--- config.mk ---
export PLATFORM = sky130hd
export DESIGN_NAME = fifo_rd_streamer_flat
export DESIGN_NICKNAME = d
export VERILOG_FILES = /design/src/rtl/fifo_rd_streamer_if.sv /design/src/rtl/fifo_rd_streamer.sv /design/src/flat_wrapper.sv
export SDC_FILE = /design/constraint.sdc
export NUM_CORES = 1
export LEC_CHECK = 0
export BUFFER_PORTS_ARGS = -buffer_cell sky130_fd_sc_hd__buf_4
export CAP_MARGIN = 10
export CORE_MARGIN = 1.5
export CORE_UTILIZATION = 30
export CTS_CLUSTER_SIZE = 12
export DETAILED_ROUTE_END_ITERATION = 16
export GPL_ROUTABILITY_DRIVEN = 0
export PLACE_DENSITY = 0.52
export SLEW_MARGIN = 5
export SYNTH_ARGS = -nofsm -noshare
export SYNTH_HDL_FRONTEND = slang
export SYNTH_SLANG_ARGS = --single-unit
--- constraint.sdc ---
create_clock -name clk -period 5.7 [get_ports clk]
set_clock_uncertainty 0.2 [all_clocks]
set_input_delay 0.57 -clock clk [delete_from_list [all_inputs] [get_ports clk]]
set_output_delay 0.57 -clock clk [all_outputs]
set_load 0.005 [all_outputs]
--- src/rtl/fifo_rd_streamer_if.sv ---
// Bundle of the FIFO read port and the outgoing framed stream.
// master: the streamer side; slave: the FIFO/sink environment side.
interface fifo_rd_streamer_if #(
  parameter int DATA_WIDTH  = 8,
  parameter int PKT_LEN_BIT = 2
);
  logic                   en;
  logic                   fifo_empty;
  logic                   fifo_r_en;
  logic [DATA_WIDTH-1:0]  fifo_data;
  logic                   out_valid;
  logic                   out_ready;
  logic [DATA_WIDTH-1:0]  out_data;
  logic                   out_last;
  logic [PKT_LEN_BIT-1:0] beat_idx;

  modport master (
    input  en, fifo_empty, fifo_data, out_ready,
    output fifo_r_en, out_valid, out_data, out_last, beat_idx
  );

  modport slave (
    output en, fifo_empty, fifo_data, out_ready,
    input  fifo_r_en, out_valid, out_data, out_last, beat_idx
  );
endinterface

--- src/rtl/fifo_rd_streamer.sv ---
// Drains a synchronous FIFO read port into a valid/ready stream with
// packet framing. A 2-entry skid buffer hides the FIFO's 1-cycle read
// latency so the stream sustains one word per cycle.
module fifo_rd_streamer #(
  parameter int DATA_WIDTH  = 8,
  parameter int PKT_LEN     = 4,
  parameter int PKT_LEN_BIT = 2
) (
  input  logic               clk,
  input  logic               rst_n,
  fifo_rd_streamer_if.master bus
);

  localparam logic [PKT_LEN_BIT-1:0] LP_LAST_BEAT = PKT_LEN_BIT'(PKT_LEN - 1);

  typedef enum logic [1:0] {
    S_EMPTY = 2'd0,
    S_ONE   = 2'd1,
    S_TWO   = 2'd2
  } buf_state_t;

  buf_state_t             r_state;
  buf_state_t             w_state_nxt;
  logic [DATA_WIDTH-1:0]  r_head;
  logic [DATA_WIDTH-1:0]  r_skid;
  logic [DATA_WIDTH-1:0]  w_head_nxt;
  logic [DATA_WIDTH-1:0]  w_skid_nxt;
  logic                   r_pending;
  logic [PKT_LEN_BIT-1:0] r_beat;

  logic [1:0]             w_buf_cnt;
  logic [2:0]             w_occ;
  logic                   w_valid;
  logic                   w_fire;
  logic                   w_rd_en;

  assign w_valid = (r_state != S_EMPTY);
  assign w_fire  = w_valid & bus.out_ready;
  assign w_occ   = {1'b0, w_buf_cnt} + {2'b00, r_pending};

  // Gating with rst_n keeps r_en low for the whole reset window, not just after
  // the registers clear; out_ready feeds this path combinationally on purpose.
  assign w_rd_en = rst_n & bus.en & ~bus.fifo_empty
                 & ((w_occ - {2'b00, w_fire}) < 3'd2);

  assign bus.fifo_r_en = w_rd_en;
  assign bus.out_valid = w_valid;
  assign bus.out_data  = r_head;
  assign bus.beat_idx  = r_beat;
  assign bus.out_last  = w_valid & (r_beat == LP_LAST_BEAT);

  // Decode buffer occupancy from the buffer state.
  always_comb begin
    w_buf_cnt = 2'd0;
    case (r_state)
      S_ONE:   w_buf_cnt = 2'd1;
      S_TWO:   w_buf_cnt = 2'd2;
      default: w_buf_cnt = 2'd0;
    endcase
  end

  // Buffer state and data movement: capture appends at the tail, fire pops the head.
  always_comb begin
    w_state_nxt = r_state;
    w_head_nxt  = r_head;
    w_skid_nxt  = r_skid;
    case (r_state)
      S_EMPTY: begin
        if (r_pending) begin
          w_head_nxt  = bus.fifo_data;
          w_state_nxt = S_ONE;
        end
      end
      S_ONE: begin
        if (w_fire && r_pending) begin
          w_head_nxt = bus.fifo_data;
        end else if (w_fire) begin
          w_state_nxt = S_EMPTY;
        end else if (r_pending) begin
          w_skid_nxt  = bus.fifo_data;
          w_state_nxt = S_TWO;
        end
      end
      S_TWO: begin
        // A capture without a fire cannot occur here: the issue rule reserves
        // a slot for every outstanding read.
        if (w_fire) begin
          w_head_nxt = r_skid;
          if (r_pending) begin
            w_skid_nxt = bus.fifo_data;
          end else begin
            w_state_nxt = S_ONE;
          end
        end
      end
      default: begin
        w_state_nxt = S_EMPTY;
      end
    endcase
  end

  // Buffer state and storage registers.
  always_ff @(posedge clk or negedge rst_n) begin
    if (!rst_n) begin
      r_state <= S_EMPTY;
      r_head  <= '0;
      r_skid  <= '0;
    end else begin
      r_state <= w_state_nxt;
      r_head  <= w_head_nxt;
      r_skid  <= w_skid_nxt;
    end
  end

  // Mark that FIFO data is due next edge; reset discards a read in flight.
  always_ff @(posedge clk or negedge rst_n) begin
    if (!rst_n) begin
      r_pending <= 1'b0;
    end else begin
      r_pending <= w_rd_en;
    end
  end

  // Beat counter advances on each accepted word and wraps at the packet end.
  always_ff @(posedge clk or negedge rst_n) begin
    if (!rst_n) begin
      r_beat <= '0;
    end else if (w_fire) begin
      if (r_beat == LP_LAST_BEAT) begin
        r_beat <= '0;
      end else begin
        r_beat <= r_beat + PKT_LEN_BIT'(1);
      end
    end
  end

endmodule

--- src/flat_wrapper.sv ---
// flat-port wrapper written by rule: the top's interface ports become plain ports
module fifo_rd_streamer_flat 
#(
  parameter int DATA_WIDTH  = 8,
  parameter int PKT_LEN     = 4,
  parameter int PKT_LEN_BIT = 2
)
  (clk, rst_n, bus_en, bus_fifo_empty, bus_fifo_data, bus_out_ready, bus_fifo_r_en, bus_out_valid, bus_out_data, bus_out_last, bus_beat_idx);
  fifo_rd_streamer_if #(.DATA_WIDTH(DATA_WIDTH), .PKT_LEN_BIT(PKT_LEN_BIT)) bus_i ();
  input  logic clk;
  input  logic rst_n;
  input wire logic [$bits(bus_i.en)-1:0] bus_en;
  input wire logic [$bits(bus_i.fifo_empty)-1:0] bus_fifo_empty;
  input wire logic [$bits(bus_i.fifo_data)-1:0] bus_fifo_data;
  input wire logic [$bits(bus_i.out_ready)-1:0] bus_out_ready;
  output wire logic [$bits(bus_i.fifo_r_en)-1:0] bus_fifo_r_en;
  output wire logic [$bits(bus_i.out_valid)-1:0] bus_out_valid;
  output wire logic [$bits(bus_i.out_data)-1:0] bus_out_data;
  output wire logic [$bits(bus_i.out_last)-1:0] bus_out_last;
  output wire logic [$bits(bus_i.beat_idx)-1:0] bus_beat_idx;
  assign bus_i.en = bus_en;
  assign bus_i.fifo_empty = bus_fifo_empty;
  assign bus_i.fifo_data = bus_fifo_data;
  assign bus_i.out_ready = bus_out_ready;
  assign bus_fifo_r_en = bus_i.fifo_r_en;
  assign bus_out_valid = bus_i.out_valid;
  assign bus_out_data = bus_i.out_data;
  assign bus_out_last = bus_i.out_last;
  assign bus_beat_idx = bus_i.beat_idx;
  fifo_rd_streamer #(.DATA_WIDTH(DATA_WIDTH), .PKT_LEN(PKT_LEN), .PKT_LEN_BIT(PKT_LEN_BIT)) u_core (.clk(clk), .rst_n(rst_n), .bus(bus_i));
endmodule
== Word-level counts from Yosys, hierarchy flattened ==
Cells that the tools add are included.

* Add/subtract/negate cells: 3
* Multipliers: 0
* Div/mod/pow operators: 0
* Magnitude comparators: 1
* Equality and inequality tests: 10
* Shift-type cells: 0
* Muxes and demuxes: 18
* Bitwise operators: 6
* Reduce and logical (&&, ||, !) cells: 8

{| class="wikitable"
|+ Operators by type and width
! cell !! count
|-
| $mux W8 || 7
|-
| $pmux W8 S3 || 1
|-
| $pmux W8 S2 || 1
|-
| $mux W2 || 7
|-
| $reduce_and A4 Y1 || 2
|-
| $ne A2 B1 Y1 const B || 3
|-
| $ne A2 B2 Y1 const B || 3
|-
| $pmux W2 S3 || 1
|-
| $and A1 B1 Y1 || 5
|-
| $reduce_and A5 Y1 || 1
|-
| $eq A2 B2 Y1 const B || 2
|-
| $pmux W2 S2 || 1
|-
| $reduce_bool A2 Y1 || 2
|-
| $add A2 B1 Y3 || 1
|-
| $lt A3 B2 Y1 const B || 1
|-
| $ne A3 B1 Y1 const B || 1
|-
| $reduce_bool A3 Y1 || 1
|-
| $sub A3 B1 Y3 || 1
|-
| $add A2 B1 Y2 const B || 1
|-
| $eq A2 B1 Y1 const B || 1
|-
| $logic_not A2 Y1 || 1
|-
| $logic_and A1 B1 Y1 || 1
|-
| $not A1 Y1 || 1
|}

* Bits in registers: 21
* Latch bits: 0
* RAM bits: 0
* ROM bits: 0
* Input port bits: 13
* Output and inout port bits: 13
* Word-level logic and storage cells: 51
* Memories kept: 0

== Logic depth before layout (Yosys ltp) ==
* Word-level depth: 6
* Mapped depth: 6
* Gate-level depth less buffers: 5

== Worst setup path after synthesis ==
No wires, ideal clock.

* Kind: input port to output port
* From: input bus_out_ready
* To: output bus_fifo_r_en
* Arrival: 1743 ps
* Data required time: 4930 ps
* Path slack: 3187 ps
* Cell stages on the path: 6
* Buffers on the path: 1
* Path through: buf_4 nor2b_1 and2_1 fa_1 nand4b_1 nor2_1

* Longest elaborated chain between the ends: 4

{| class="wikitable"
|+ Ends and longest elaborated chain
! element !! RTL line !! text
|-
| start, declared || flat_wrapper.sv:15 || <nowiki>input wire logic [$bits(bus_i.out_ready)-1:0] bus_out_ready;</nowiki>
|-
| $and A1 B1 Y1 || fifo_rd_streamer.sv:38 || <nowiki>assign w_fire = w_valid & bus.out_ready;</nowiki>
|-
| $sub A3 B1 Y3 || fifo_rd_streamer.sv:44 || <nowiki>& ((w_occ - {2'b00, w_fire}) < 3'd2);</nowiki>
|-
| $lt A3 B2 Y1 || fifo_rd_streamer.sv:44 ||
|-
| $and A1 B1 Y1 || fifo_rd_streamer.sv:44 ||
|-
| end, declared || flat_wrapper.sv:16 || <nowiki>output wire logic [$bits(bus_i.fifo_r_en)-1:0] bus_fifo_r_en;</nowiki>
|}

Every way passes these cells.

== Worst setup path in the final report ==
* From: register u_core.r_state[0]
* To: output bus_fifo_r_en

* Longest elaborated chain between the ends: 6
* Elaborated cells between the ends (all ways): 9
* Those cells by class: add/sub (2); order compare (1); eq/ne (2); mux (1); bitwise (2); reduce/logical (1)

{| class="wikitable"
|+ Ends and longest elaborated chain
! element !! RTL line !! text
|-
| start, declared || fifo_rd_streamer.sv:22 || <nowiki>buf_state_t r_state;</nowiki>
|-
| start signal, assigned || fifo_rd_streamer.sv:109 || <nowiki>r_state <= w_state_nxt;</nowiki>
|-
| $eq A2 B2 Y1 or $eq A2 B1 Y1 (tied branches) || fifo_rd_streamer.sv:55 || <nowiki>case (r_state)</nowiki>
|-
| $pmux W2 S2 || fifo_rd_streamer.sv:55 ||
|-
| $add A2 B1 Y3 || fifo_rd_streamer.sv:39 || <nowiki>assign w_occ = {1'b0, w_buf_cnt} + {2'b00, r_pending};</nowiki>
|-
| $sub A3 B1 Y3 (*) || fifo_rd_streamer.sv:44 ||
|-
| $lt A3 B2 Y1 (*) || fifo_rd_streamer.sv:44 ||
|-
| $and A1 B1 Y1 (*) || fifo_rd_streamer.sv:44 ||
|}

Mark *: on every way between the ends. The rest lies on a longest branch, timed or not.

==> impl_results.md <==
- Yosys warnings: 0
- Port buffer count: 25
- Period minus WS final: 2.96 ns
- Die Ht: 65.1 um
- Standard-cell row count: 22
- Count leader, synth: dfrtp_1
- Synth top area share: 45.5%
- Cell Area, Synth: 1160 um2
- Fin Setup TNS: 0 ns
- Reg2Reg Depth: 5
- LEAKAGE: 0.669 nW
- Area grow syn2layout: 22.8%
- Num CTS Buffers: 3
- Max VDD drop: 0.148 mV
- Die Area: 4240 um2
- GR Util met3: 2.43%
- Die X: 65.1 um
- R2R Path Start: u_core.r_state[0]
- FFs w/ async S/R, synth: 100%
- RSZ-0062 raised after global routing: false
- CTS Sinks: 21
- Util after Layout: 38.5%
- Final nets: 120
- Startpoint Class: flop
- Share of layout cells above drive strength 1: 54.8%
- Post-Route WL: 1970 um
- TritonCTS clock tree: yes
- Hold Path Class: reg -> reg
- Synthesized instance count: 79
- MaxCap Viol Count: 0
- CP Depth: 6
- Grt met2 use: 18.6%
- Global-route wire length before repair: 3460 um
- WHS: 0.297 ns
- Vias in the first global route: 731
- Drt first pass iters: 4
- Vias: 686
- Max stage delay cell, worst path: dfrtp_1
- Max FO, Critical Path: 9
- Worst R2R End: u_core.r_pending
- Core box area: 3690 um2
- Synth top cells by count: dfrtp_1, mux2_4, mux2_2
- CTS resizes: 0
- Rel. slew slack: 70.0%
- Fin area: 1420 um2
- Met1 Use GR: 12.7%
- Final worst slack: 2.74 ns
- Syn_nets: 94
- Top cell family by delay on the critical path: simple AND/OR/NAND/NOR gates
- DRT iter0 DRCs: 27
- Clock latency on the worst-skew pair: 0.26 ns
- H-Tree Level Count: 1
- Worst path bufs/invs: 1
- DP Wirelength: 1400 um
- Initial Utilization: 31.3%
- Tcrit/Tclk final: 51.9%
- CP arrival: 2.19 ns
- Post-synth top flop: dfrtp_1
- # IOs: 26
- Yosys reg bits: 21
- Worst Path Class, Setup: reg -> out
- Area leader, netlist: dfrtp_1
- Worst-path clk slew: 0.08 ns
- Sequential cell area fraction in the yosys report: 45.5%
- Critical Path RT: 4.93 ns
- Outcome: complete, no violations
- Critical-path cell list: or2_2 > and2_1 > fa_1 > nand4b_1 > nor2_1 > buf_4
- CP endpoint: bus_fifo_r_en
- Antenna diode instance count: 0
- Worst Tran Pin Value: 0.448 ns
- Reg2Reg Setup Slack: 3.62 ns
- CTS root buf: clkbuf_8
- Max stage delay on crit path: 0.50 ns
- Syn_area_per_cell: 14.6 um2
- Final hold vios: 0
- Final slew viol count: 0
- DRC violations left: 0
- Max Clock Freq: 0.338 GHz
- Synth area leaders: dfrtp_1, mux2_4, mux2_2
- Yosys cell types: 30
- Gr ovfl total: 0
- Final setup viols: 0
- Place WS: 2.99 ns
- Area after DPL: 1360 um2
- EDFF count, synth: 0
- Wirelength per Cell: 12.9 um
- Initial antenna violation count: 0
- Hold path start: u_core.r_skid[4]
- Vias per cell: 4.51
- Power Density: 388 nW/um2
- Setup crit end kind: output port
- Worst hold stages: 1
- Post-DRT Antenna Nets: 0
- Largest net degree at the start of global routing: 23
- Launch point of the worst path: u_core.r_state[0]
- GRT Max-Usage Layer: met2
- Total GRT Usage: 10.4%
- Longest Clk Path Bufs: 2
==> power breakdown <==
part           switching [mW]  internal (mW)  total (mW)
logic                  0.0610          0.136       0.197
registers              0.0423          0.212       0.255
clock network          0.0498         0.0493      0.0991
total                   0.153          0.398       0.551
==> cells in the final DEF (no fill, tap or decap), types with 2 or more instances in the layout <==
master | netlist | final
xor2_1 | 2 | 2
mux2_1 | 3 | 3
a21oi_1 | 2 | 2
mux2_2 | 9 | 9
dfrtp_1 | 21 | 21
clkbuf_8 | 0 | 3
mux2_4 | 14 | 14
buf_4 | 2 | 25
and2_1 | 2 | 2
nor2_1 | 2 | 2
==> kinds of logic after synthesis <==
group | share of synthesized area (%)
simple gates | 9.42
xor+xnor | 1.52
flops | 45.5
compound gates | 6.06
mux | 30.7
buf+inv | 4.00
fa+ha+maj | 2.81
==> metal layers <==
metal | up-vias | part of all wire, % | wire length, um
li1 | 329 | - | -
met1 | 341 | 43 | 850
met2 | 14 | 51 | 1010
met3 | 2 | 4.1 | 81
met4 | 0 | 1.2 | 23
met5 | - | 0 | 0
==> worst min-delay path by stage <==
stage	endpoint
2_1_floorplan	u_core.bus.beat_idx[0]
4_1_cts	u_core.r_skid[4]
3_3_place_gp	u_core.bus.out_data[6]
3_5_place_dp	u_core.bus.out_data[6]
6_report	u_core.r_skid[4]
5_1_grt	u_core.r_skid[6]
==> final cells by class <==
type | count | area, um2
fillers | 373 | 2270
well taps | 48 | 60.1
clock inverters | 1 | 7.51
inverters | 1 | 3.75
multi-input cells | 52 | 584
flip-flops and latches | 21 | 526
clock buffers | 3 | 41.3
repair buffers | 26 | 198
==> flip-flops by register name, summed over array words and instances (netlist names) <==
signal	flops
u_core.r_state	2
u_core.bus.beat_idx	2
u_core.r_skid	8
u_core.r_pending	1
u_core.bus.out_data	8
==> repair_timing <==
action                    4_1_cts  5_1_grt
hold buffers                    1        0
hold endpoints to repair       20        0
setup buffers                   0        0
==> stage by stage <==
step | cells | power, mW
global placement | 147 | 0.451
CTS | 152 | 0.562
detailed placement | 147 | 0.459
floorplan | 79 | 0.370
global route | 152 | 0.592
finish | 152 | 0.551
(Power assumes the default switching activity.)
